### config.mk
export PLATFORM = sky130hd
export DESIGN_NAME = fwd_operand_stage_flat
export DESIGN_NICKNAME = d
export VERILOG_FILES = /design/src/rtl/fwd_operand_stage_if.sv /design/src/rtl/fwd_operand_stage.sv /design/src/flat_wrapper.sv
export SDC_FILE = /design/constraint.sdc
export NUM_CORES = 1
export LEC_CHECK = 0
export CORE_ASPECT_RATIO = 1.1
export CORE_UTILIZATION = 40
export CTS_BUF_LIST = sky130_fd_sc_hd__clkbuf_16
export DETAILED_ROUTE_END_ITERATION = 8
export GPL_ROUTABILITY_DRIVEN = 0
export GPL_TIMING_DRIVEN = 0
export PLACE_DENSITY = 0.84
export SYNTH_ARGS = -nofsm -noshare
export SYNTH_HDL_FRONTEND = slang
export SYNTH_SLANG_ARGS = --single-unit
### constraint.sdc
create_clock -name clk -period 3.1 [get_ports clk]
set_input_delay 0.465 -clock clk [delete_from_list [all_inputs] [get_ports clk]]
set_output_delay 0.465 -clock clk [all_outputs]
set_load 0.05 [all_outputs]
### src/rtl/fwd_operand_stage_if.sv
// Operand-stage bundle: register-file reads, bypass sources, selects and registered outputs.
// With FWD_FLUSH_EN defined, the bundle also carries the flush input.
interface fwd_operand_stage_if #(
  parameter int WIDTH     = 32,
  parameter int PAYLOAD_W = 12
);
  logic                 en;
  logic [WIDTH-1:0]     rs1;
  logic [WIDTH-1:0]     rs2;
  logic [WIDTH-1:0]     aluResultM;
  logic [WIDTH-1:0]     resultW;
  logic                 validM;
  logic                 validW;
  logic [1:0]           forward1;
  logic [1:0]           forward2;
  logic [PAYLOAD_W-1:0] payloadD;
  logic [WIDTH-1:0]     fwd1;
  logic [WIDTH-1:0]     fwd2;
  logic [WIDTH-1:0]     fwd1Q;
  logic [WIDTH-1:0]     fwd2Q;
  logic [PAYLOAD_W-1:0] payloadQ;
`ifdef FWD_FLUSH_EN
  logic                 flush;
`endif

  modport master (
    output en, rs1, rs2, aluResultM, resultW, validM, validW,
           forward1, forward2, payloadD,
`ifdef FWD_FLUSH_EN
           flush,
`endif
    input  fwd1, fwd2, fwd1Q, fwd2Q, payloadQ
  );

  modport slave (
    input  en, rs1, rs2, aluResultM, resultW, validM, validW,
           forward1, forward2, payloadD,
`ifdef FWD_FLUSH_EN
           flush,
`endif
    output fwd1, fwd2, fwd1Q, fwd2Q, payloadQ
  );
endinterface

### src/rtl/fwd_operand_stage.sv
// Execute-boundary bypass muxes for two operands plus an enable-gated, async-reset capture register.
// Optional FWD_FLUSH_EN adds a synchronous flush that zeroes the register, with priority over en.
module fwd_operand_stage #(
  parameter int WIDTH     = 32,
  parameter int PAYLOAD_W = 12
) (
  input  logic                 clk,
  input  logic                 reset,
  fwd_operand_stage_if.slave   bus
);

  localparam int REG_W = 2 * WIDTH + PAYLOAD_W;

  // Bypass source is used only when its valid is set; reserved select and
  // invalid bypass both fall back to the register-file value.
  function automatic logic [WIDTH-1:0] fwd_sel(
    input logic [1:0]       sel,
    input logic [WIDTH-1:0] rs,
    input logic [WIDTH-1:0] alu_m,
    input logic             vld_m,
    input logic [WIDTH-1:0] res_w,
    input logic             vld_w
  );
    logic [WIDTH-1:0] r;
    r = rs;
    case (sel)
      2'b01:   if (vld_w == 1'b1) r = res_w;
      2'b10:   if (vld_m == 1'b1) r = alu_m;
      default: r = rs;
    endcase
    return r;
  endfunction

  logic [WIDTH-1:0] w_fwd1_p0;
  logic [WIDTH-1:0] w_fwd2_p0;
  logic [REG_W-1:0] w_d_p0;
  logic [REG_W-1:0] r_q_p1;

  // Stage p0: combinational forwarding
  always_comb begin
    w_fwd1_p0 = fwd_sel(bus.forward1, bus.rs1, bus.aluResultM, bus.validM,
                        bus.resultW, bus.validW);
    w_fwd2_p0 = fwd_sel(bus.forward2, bus.rs2, bus.aluResultM, bus.validM,
                        bus.resultW, bus.validW);
    w_d_p0    = {w_fwd1_p0, w_fwd2_p0, bus.payloadD};
  end

  assign bus.fwd1 = w_fwd1_p0;
  assign bus.fwd2 = w_fwd2_p0;

  // Stage p1: capture register
  always_ff @(posedge clk or posedge reset) begin
    if (reset) begin
      r_q_p1 <= '0;
`ifdef FWD_FLUSH_EN
    end else if (bus.flush) begin
      r_q_p1 <= '0;
`endif
    end else if (bus.en) begin
      r_q_p1 <= w_d_p0;
    end
  end

  assign bus.fwd1Q    = r_q_p1[REG_W-1 -: WIDTH];
  assign bus.fwd2Q    = r_q_p1[PAYLOAD_W +: WIDTH];
  assign bus.payloadQ = r_q_p1[PAYLOAD_W-1:0];

endmodule

### src/flat_wrapper.sv
// flat-port wrapper written by rule: the top's interface ports become plain ports
module fwd_operand_stage_flat 
#(
  parameter int WIDTH     = 32,
  parameter int PAYLOAD_W = 12
)
  (clk, reset, bus_en, bus_rs1, bus_rs2, bus_aluResultM, bus_resultW, bus_validM, bus_validW, bus_forward1, bus_forward2, bus_payloadD, bus_fwd1, bus_fwd2, bus_fwd1Q, bus_fwd2Q, bus_payloadQ);
  fwd_operand_stage_if #(.WIDTH(WIDTH), .PAYLOAD_W(PAYLOAD_W)) bus_i ();
  input  logic clk;
  input  logic reset;
  input wire logic [$bits(bus_i.en)-1:0] bus_en;
  input wire logic [$bits(bus_i.rs1)-1:0] bus_rs1;
  input wire logic [$bits(bus_i.rs2)-1:0] bus_rs2;
  input wire logic [$bits(bus_i.aluResultM)-1:0] bus_aluResultM;
  input wire logic [$bits(bus_i.resultW)-1:0] bus_resultW;
  input wire logic [$bits(bus_i.validM)-1:0] bus_validM;
  input wire logic [$bits(bus_i.validW)-1:0] bus_validW;
  input wire logic [$bits(bus_i.forward1)-1:0] bus_forward1;
  input wire logic [$bits(bus_i.forward2)-1:0] bus_forward2;
  input wire logic [$bits(bus_i.payloadD)-1:0] bus_payloadD;
  output wire logic [$bits(bus_i.fwd1)-1:0] bus_fwd1;
  output wire logic [$bits(bus_i.fwd2)-1:0] bus_fwd2;
  output wire logic [$bits(bus_i.fwd1Q)-1:0] bus_fwd1Q;
  output wire logic [$bits(bus_i.fwd2Q)-1:0] bus_fwd2Q;
  output wire logic [$bits(bus_i.payloadQ)-1:0] bus_payloadQ;
  assign bus_i.en = bus_en;
  assign bus_i.rs1 = bus_rs1;
  assign bus_i.rs2 = bus_rs2;
  assign bus_i.aluResultM = bus_aluResultM;
  assign bus_i.resultW = bus_resultW;
  assign bus_i.validM = bus_validM;
  assign bus_i.validW = bus_validW;
  assign bus_i.forward1 = bus_forward1;
  assign bus_i.forward2 = bus_forward2;
  assign bus_i.payloadD = bus_payloadD;
  assign bus_fwd1 = bus_i.fwd1;
  assign bus_fwd2 = bus_i.fwd2;
  assign bus_fwd1Q = bus_i.fwd1Q;
  assign bus_fwd2Q = bus_i.fwd2Q;
  assign bus_payloadQ = bus_i.payloadQ;
  fwd_operand_stage #(.WIDTH(WIDTH), .PAYLOAD_W(PAYLOAD_W)) u_core (.clk(clk), .reset(reset), .bus(bus_i));
endmodule
* Yosys cells after proc, flatten, opt, wreduce, memory -nomap -nowiden *
Cells that the tools add are included.

word-level totals
  bits in registers = 76
  output and inout bits = 140

cells by class
  equality and inequality tests = 4
  mux-type cells = 6

operators with widths
  operator                                                         count
  32-bit two-way mux                                               4
  32-bit case mux with 2 select lines                              2
  2-bit by 1-bit == test with 1-bit output, second input constant  2
  2-bit == test, second input constant                             2

* Logic depth before layout (Yosys ltp) *
Gate-level depths: netlist of run 1.

  depth after elaboration = 2
  mapped depth = 7
  mapped depth without buffers = 5

* Worst setup path after synthesis of run 1 *
Ideal clock, no wire load.

  kind = input port to output port
  from = in bus_forward2[1]
  to = out bus_fwd2[1]
  required time = 2.635 ns
  path slack = 0.655 ns
  arrival time = 1.980 ns
  stages = 7
  path buffers = 2
  cell sequence = inv_1 > ha_1 > and2_1 > clkbuf_1 > buf_2 > a22oi_1 > o2bb2ai_1

on the way
  cells in the longest elaborated chain, start to end = 2

ends and longest elaborated chain
  what                                                                       RTL line                 RTL
  start, declared                                                            flat_wrapper.sv:19       input wire logic [$bits(bus_i.forward2)-1:0] bus_forward2;
  2-bit == test or 2-bit by 1-bit == test with 1-bit output (tied branches)  fwd_operand_stage.sv:26  case (sel)
  32-bit case mux with 2 select lines (*)                                    fwd_operand_stage.sv:26
  end, declared                                                              flat_wrapper.sv:22       output wire logic [$bits(bus_i.fwd2)-1:0] bus_fwd2;

Every way passes the cells marked *; elsewhere a longest branch is shown, timed or not.

* Final worst setup path of run 1 *
  from = in bus_forward2[1]
  to = out bus_fwd2[24]

The elaborated chain is that of the path after synthesis.

==> impl_metrics.tcl, run 1 <==
set metrics [dict create \
    largest_reg_flops 76 \
    chipWidth_um 113 \
    syn_nets 654 \
    gr-total-overflow 0 \
    via_per_inst 6.27 \
    clock_latency_ns 0.35 \
    grt_setup_unrepaired "no" \
    fp-row-count 44 \
    critPathMaxFanout 10 \
    ioPinCount 289 \
    reg2reg_depth 1 \
    die_area_um2 13900 \
    critPathRequiredTime_ns 2.63 \
    cp-end-kind "output pin" \
    synthCells 501 \
    path_clk_slew_ns 0.07 \
    r2r_start "u_core.r_q_p1[6]" \
    vdd.ir_drop.worst_uv 284 \
    cp_data_arrival_time_ns 2.57 \
    ant_nets 0 \
    area_growth_pct 57.9 \
    first_pass_iters 6 \
    synth_top_area_cell "dfrtp_1" \
    place_inst 950 \
    drive_gt1_share_pct 24.0 \
    worstPathCellList "clkdlybuf4s50_1 -> inv_1 -> ha_1 -> and2_1 -> clkbuf_1 -> buf_2 -> a22oi_1 -> o2bb2ai_2 -> buf_2" \
    crit_buf_inv 5 \
    yosys-top-cells-area "dfrtp_1 35%, o2bb2ai_2 17%, o221ai_1 10%" \
    grt_first_pass_wirelength_um 33700 \
    wl_per_cell_um 23.3 \
    power_mw 4.30 \
    max_slew_margin_pct 60.6 \
    cp_num_cells 9 \
    coreArea_um2 13200 \
    numCtsBuffers 9 \
    place_ws_ns -0.537 \
    final_cell_mix "223 x clkdlybuf4s50_1, 76 x dfrtp_1, 73 x buf_2" \
    ys_warn_count 0 \
    ctsHoldBuffers 0 \
    path_delay_family "buffers and inverters" \
    dp_hpwl_um 17500 \
    cts_tree "built" \
    crit_type "in -> out" \
    yosysUniqueCellTypes 18 \
    clock-skew-final_ns 0 \
    cpPeakStageDelay_ns 0.48 \
    tightest_slew_ns 0.591 \
    status "completed" \
    numClockSinks 76 \
    syn_area_per_cell_um2 10.7 \
    p_per_area_nw_per_um2 506 \
    drv_slew 0 \
    reg_top3 "u_core.r_q_p1 x76" \
    route.detailed.drc 0 \
    cp_slowest_cell "clkdlybuf4s50_1" \
    maxCapViolations 0 \
    grtUsageTotal_pct 31.7 \
    mostFrequentLayoutCell "clkdlybuf4s50_1" \
    worstReg2RegEnd "u_core.r_q_p1[6]" \
    timing.final.crit_period_ns 3.03 \
    wl_um 22500 \
    cts_buffer_depth 2 \
    setup_viol 0 \
    largest_register "u_core.r_q_p1" \
    finalCritPeriodShare_pct 97.8 \
    r2r_slack_ns 2.31 \
    hold_path_class "in -> async" \
    floorplan.initialDensity_pct 40.9 \
    fp.dieH_um 124 \
    grt_max_degree 67 \
    post-route-worst-setup-slack_ns 0.0694 \
    n_antenna_cell 0 \
    hold_violations 0 \
    synth_area_um2 5380 \
    grt_pass1_vias 6109 \
    cp-start-kind "input port" \
    yosysTopAreaCellShare_pct 35.4 \
    layout.nets 953 \
    drtIter0Drc 515 \
    num_vias 6054 \
    path_common_cell "buf_2" \
    htreeDepth 3 \
    fmax_mhz 330 \
    fin_hold_ws_ns 0.377 \
    cts_setup_buffers 0 \
    antenna_found_initial 0 \
    io_buffer_count 287 \
    ys_ff_latch 76 \
    stdcell_count 966 \
    cts-root-buf "clkbuf_16" \
    p_leak_nw 3.27 \
    ys_seq_area_share_pct 35.4 \
]
## layer usage
layer / up-vias / track usage, % / part of all wire, %
met3: 76 / 5.79 / 7.2
met1: 2924 / 38.3 / 40
met5: - / 0 / 0
li1: 2654 / - / -
met2: 400 / 54.1 / 49
met4: 0 / 17.3 / 4.5
## report_power, final
group | switching [mW] | internal [mW]
logic | 1.35 | 0.720
registers | 0.0792 | 1.12
clock network | 0.480 | 0.554
## cells by family (layout without fill, tap and decap cells)
logic type	count (synthesis)	count (layout)	synth area share (%)
AO/OA/AOI/OAI	256	256	47.2
adder cells (fa/ha/maj)	4	4	0.931
buffers and inverters	141	445	12.6
flip-flops	76	76	35.4
multiplexers	12	12	2.51
AND/OR/NAND/NOR	12	12	1.40
## metrics by stage
stage	area (um^2)	setup TNS (ns)	util [%]
floorplan	5380	0	-
global placement	8450	-73.40	64.2
detailed placement	8480	-30.14	64.5
CTS	8580	-0.106	65.2
global route	8490	0	64.5
finish	8490	0	64.5
## cell usage after synthesis
cell	instances
buf_12	6
buf_2	17
o2bb2ai_2	60
dfrtp_1	76
buf_6	4
nand2b_1	2
and2_1	4
mux2_2	12
nor2b_1	4
clkbuf_1	40
or3_1	2
inv_1	69
o2bb2ai_1	4
buf_1	5
o221ai_1	64
o311ai_0	64
ha_1	4
a22oi_1	64
## final cells by class
class | instances | area, um^2
fill | 1100 | 4670
multi-input combinational | 284 | 2820
timing repair buffer | 288 | 2580
sequential | 76 | 1900
buffer | 72 | 437
inverter | 69 | 262
clock buffer | 9 | 225
tap | 161 | 201
clock inverter | 7 | 57.6
## worst max-delay path by stage
| stage | startpoint | endpoint | slack, ns |
|---|---|---|---|
| after floorplan | bus_forward2[1] | bus_fwd2[1] | 0.66 |
| after detailed placement | bus_forward2[0] | bus_fwd2[30] | -0.54 |
| after global routing | bus_forward2[1] | bus_fwd2[24] | 0.01 |
| after global placement | reset | u_core.r_q_p1[41] | -0.61 |
| final | bus_forward2[1] | bus_fwd2[24] | 0.07 |
| after CTS | bus_forward2[0] | bus_fwd2[31] | -0.11 |
## repair_timing
action,4_1_cts,5_1_grt
endpoints found under the setup margin,64,24
endpoints found under the hold margin,0,0
gates resized for setup,283,46
No activity file was read; power rests on OpenSTA's default activity.
==> run 2, diff against run 1 <==
- CORE_MARGIN: not set -> 2
==> run 2 against run 1 <==
Compared with the run above:
- sequential power is essentially flat
- setup slack better by 0.0055 ns
- count of clock-buffer cells in the layout is the same
- sequential share of layout area unchanged
- final cell count is the same
- non-clock buffer count did not move
- largest cell class unchanged
- wire length is 0.76% higher
==> impl_metrics.tcl, run 2 (synthesized netlist as in run 1, its figures left out) <==
set metrics [dict create \
    status "completed" \
    cp_slowest_cell "clkdlybuf4s50_1" \
    top_usage_layer "met2" \
    path_delay_family "buffers and inverters" \
    coreArea_um2 13200 \
    fmax_mhz 331 \
    drtIter0Drc 587 \
    critPathMaxFanout 10 \
    cp-start-kind "input port" \
    grt.met3_usage_pct 4.56 \
    layout.nets 953 \
    io_buffer_count 287 \
    n_fill_cell 1093 \
    fp-row-count 44 \
    clock-skew-final_ns 0 \
    p_leak_nw 3.28 \
    numCtsBuffers 9 \
    maxCapViolations 0 \
    critPathRequiredTime_ns 2.63 \
    gr-total-overflow 0 \
    floorplan.initialDensity_pct 40.9 \
    grt_first_pass_wirelength_um 34500 \
    dpl_cell_area_um2 8480 \
    grt.met2_usage_pct 51.6 \
    fin_hold_ws_ns 0.435 \
    die_area_um2 14400 \
    worstReg2RegEnd "u_core.r_q_p1[7]" \
    largest_reg_flops 76 \
    chipWidth_um 115 \
    clock_latency_ns 0.34 \
    cp-end-kind "output pin" \
    crit_type "in -> out" \
    grt_setup_unrepaired "no" \
    drv_slew 0 \
    finalCritPeriodShare_pct 97.6 \
    ant_nets 0 \
    hold_path_class "in -> async" \
    antenna_found_initial 0 \
    wl_um 22700 \
    timing.final.crit_period_ns 3.03 \
    grt_pass1_vias 6019 \
    drive_gt1_share_pct 23.7 \
    cts_tree "built" \
    setup_tns_ns 0 \
    hold_violations 0 \
    p_per_area_nw_per_um2 508 \
    wl_per_cell_um 23.5 \
    cpPeakStageDelay_ns 0.50 \
    largest_register "u_core.r_q_p1" \
    setup_viol 0 \
    numClockSinks 76 \
    grtUsageTotal_pct 30.8 \
    fp.dieH_um 126 \
    final_cell_mix "223 x clkdlybuf4s50_1, 76 x dfrtp_1, 74 x buf_2" \
    r2r_slack_ns 2.34 \
    htreeDepth 3 \
    cts-root-buf "clkbuf_16" \
    path_clk_slew_ns 0.06 \
    area_growth_pct 57.9 \
    crit_buf_inv 6 \
    route.detailed.drc 0 \
    via_per_inst 6.27 \
    cts_setup_buffers 0 \
    reg2reg_depth 1 \
    path_common_cell "buf_6" \
    use_met1_pct 39.8 \
    dp_hpwl_um 17500 \
    n_antenna_cell 0 \
    r2r_start "u_core.r_q_p1[7]" \
    ioPinCount 289 \
    final_cell_area_um2 8490 \
    cts_buffer_depth 2 \
    mostFrequentLayoutCell "clkdlybuf4s50_1" \
    worstPathCellList "clkdlybuf4s50_1 -> inv_1 -> ha_1 -> buf_6 -> or3_1 -> buf_6 -> buf_12 -> o2bb2ai_2 -> clkbuf_2" \
    tightest_slew_ns 0.578 \
    vdd.ir_drop.worst_uv 297 \
    max_slew_margin_pct 61.4 \
    cp_data_arrival_time_ns 2.56 \
    grt_max_degree 58 \
    reg_top3 "u_core.r_q_p1 x76" \
    first_pass_iters 5 \
    utilization_pct 64.5 \
    num_vias 6053 \
]
run 2: cell types whose count changed in the layout (fill, tap and decap cells not counted), sizes merged:
cell	change
buf	+1
clkinv	+4
bufinv	+1
clkdlybuf4s18	-1
inv	-4
clkinvlp	-1
run 2: stage by stage:
| step | power (mW) | setup slack (ns) | instances |
|---|---|---|---|
| after floorplan | 2.51 | 0.655 | 501 |
| after global placement | 3.30 | -0.619 | 949 |
| after detailed placement | 3.34 | -0.530 | 950 |
| after CTS | 4.34 | -0.118 | 966 |
| after global routing | 4.47 | 0.00742 | 966 |
| final | 4.31 | 0.0749 | 966 |
run 2: routing by layer:
layer | up-vias | part of all wire, %
met5 | - | 0
met4 | 0 | 3.4
met3 | 62 | 7.6
met2 | 417 | 50
met1 | 2918 | 39
li1 | 2656 | -
run 2: area by class of cell:
cell class / instances / area (um^2) / share of cell area (%)
Tap cell: 161 / 201 / 2.37
Multi-Input combinational cell: 284 / 2820 / 33.2
Timing Repair Buffer: 288 / 2580 / 30.4
Buffer: 72 / 434 / 5.11
Sequential cell: 76 / 1900 / 22.4
Clock inverter: 7 / 67.6 / 0.796
Clock buffer: 9 / 225 / 2.65
Inverter: 69 / 262 / 3.08
run 2: how the worst max path moves through the flow:
stage,depth (start not counted),from,endpoint
2_1_floorplan,7,bus_forward2[1],bus_fwd2[1]
3_3_place_gp,2,reset,u_core.r_q_p1[1]
3_5_place_dp,8,bus_forward1[0],bus_fwd1[15]
4_1_cts,9,bus_forward1[0],bus_fwd1[15]
5_1_grt,9,bus_forward1[0],bus_fwd1[15]
6_report,9,bus_forward1[0],bus_fwd1[15]
run 2: where the power goes:
group          switching, mW  total, mW  leakage [nW]  internal, mW
sequential            0.0754       1.19         0.948          1.12
clock                  0.435       1.05         0.139         0.619
combinational           1.35       2.07          2.20         0.718
run 2: timing repair:
item                                    in CTS  in global routing
endpoints found under the setup margin      64                 33
hold buffers                                 0                  0
resized for setup                          258                 68
pin swaps                                    0                  0
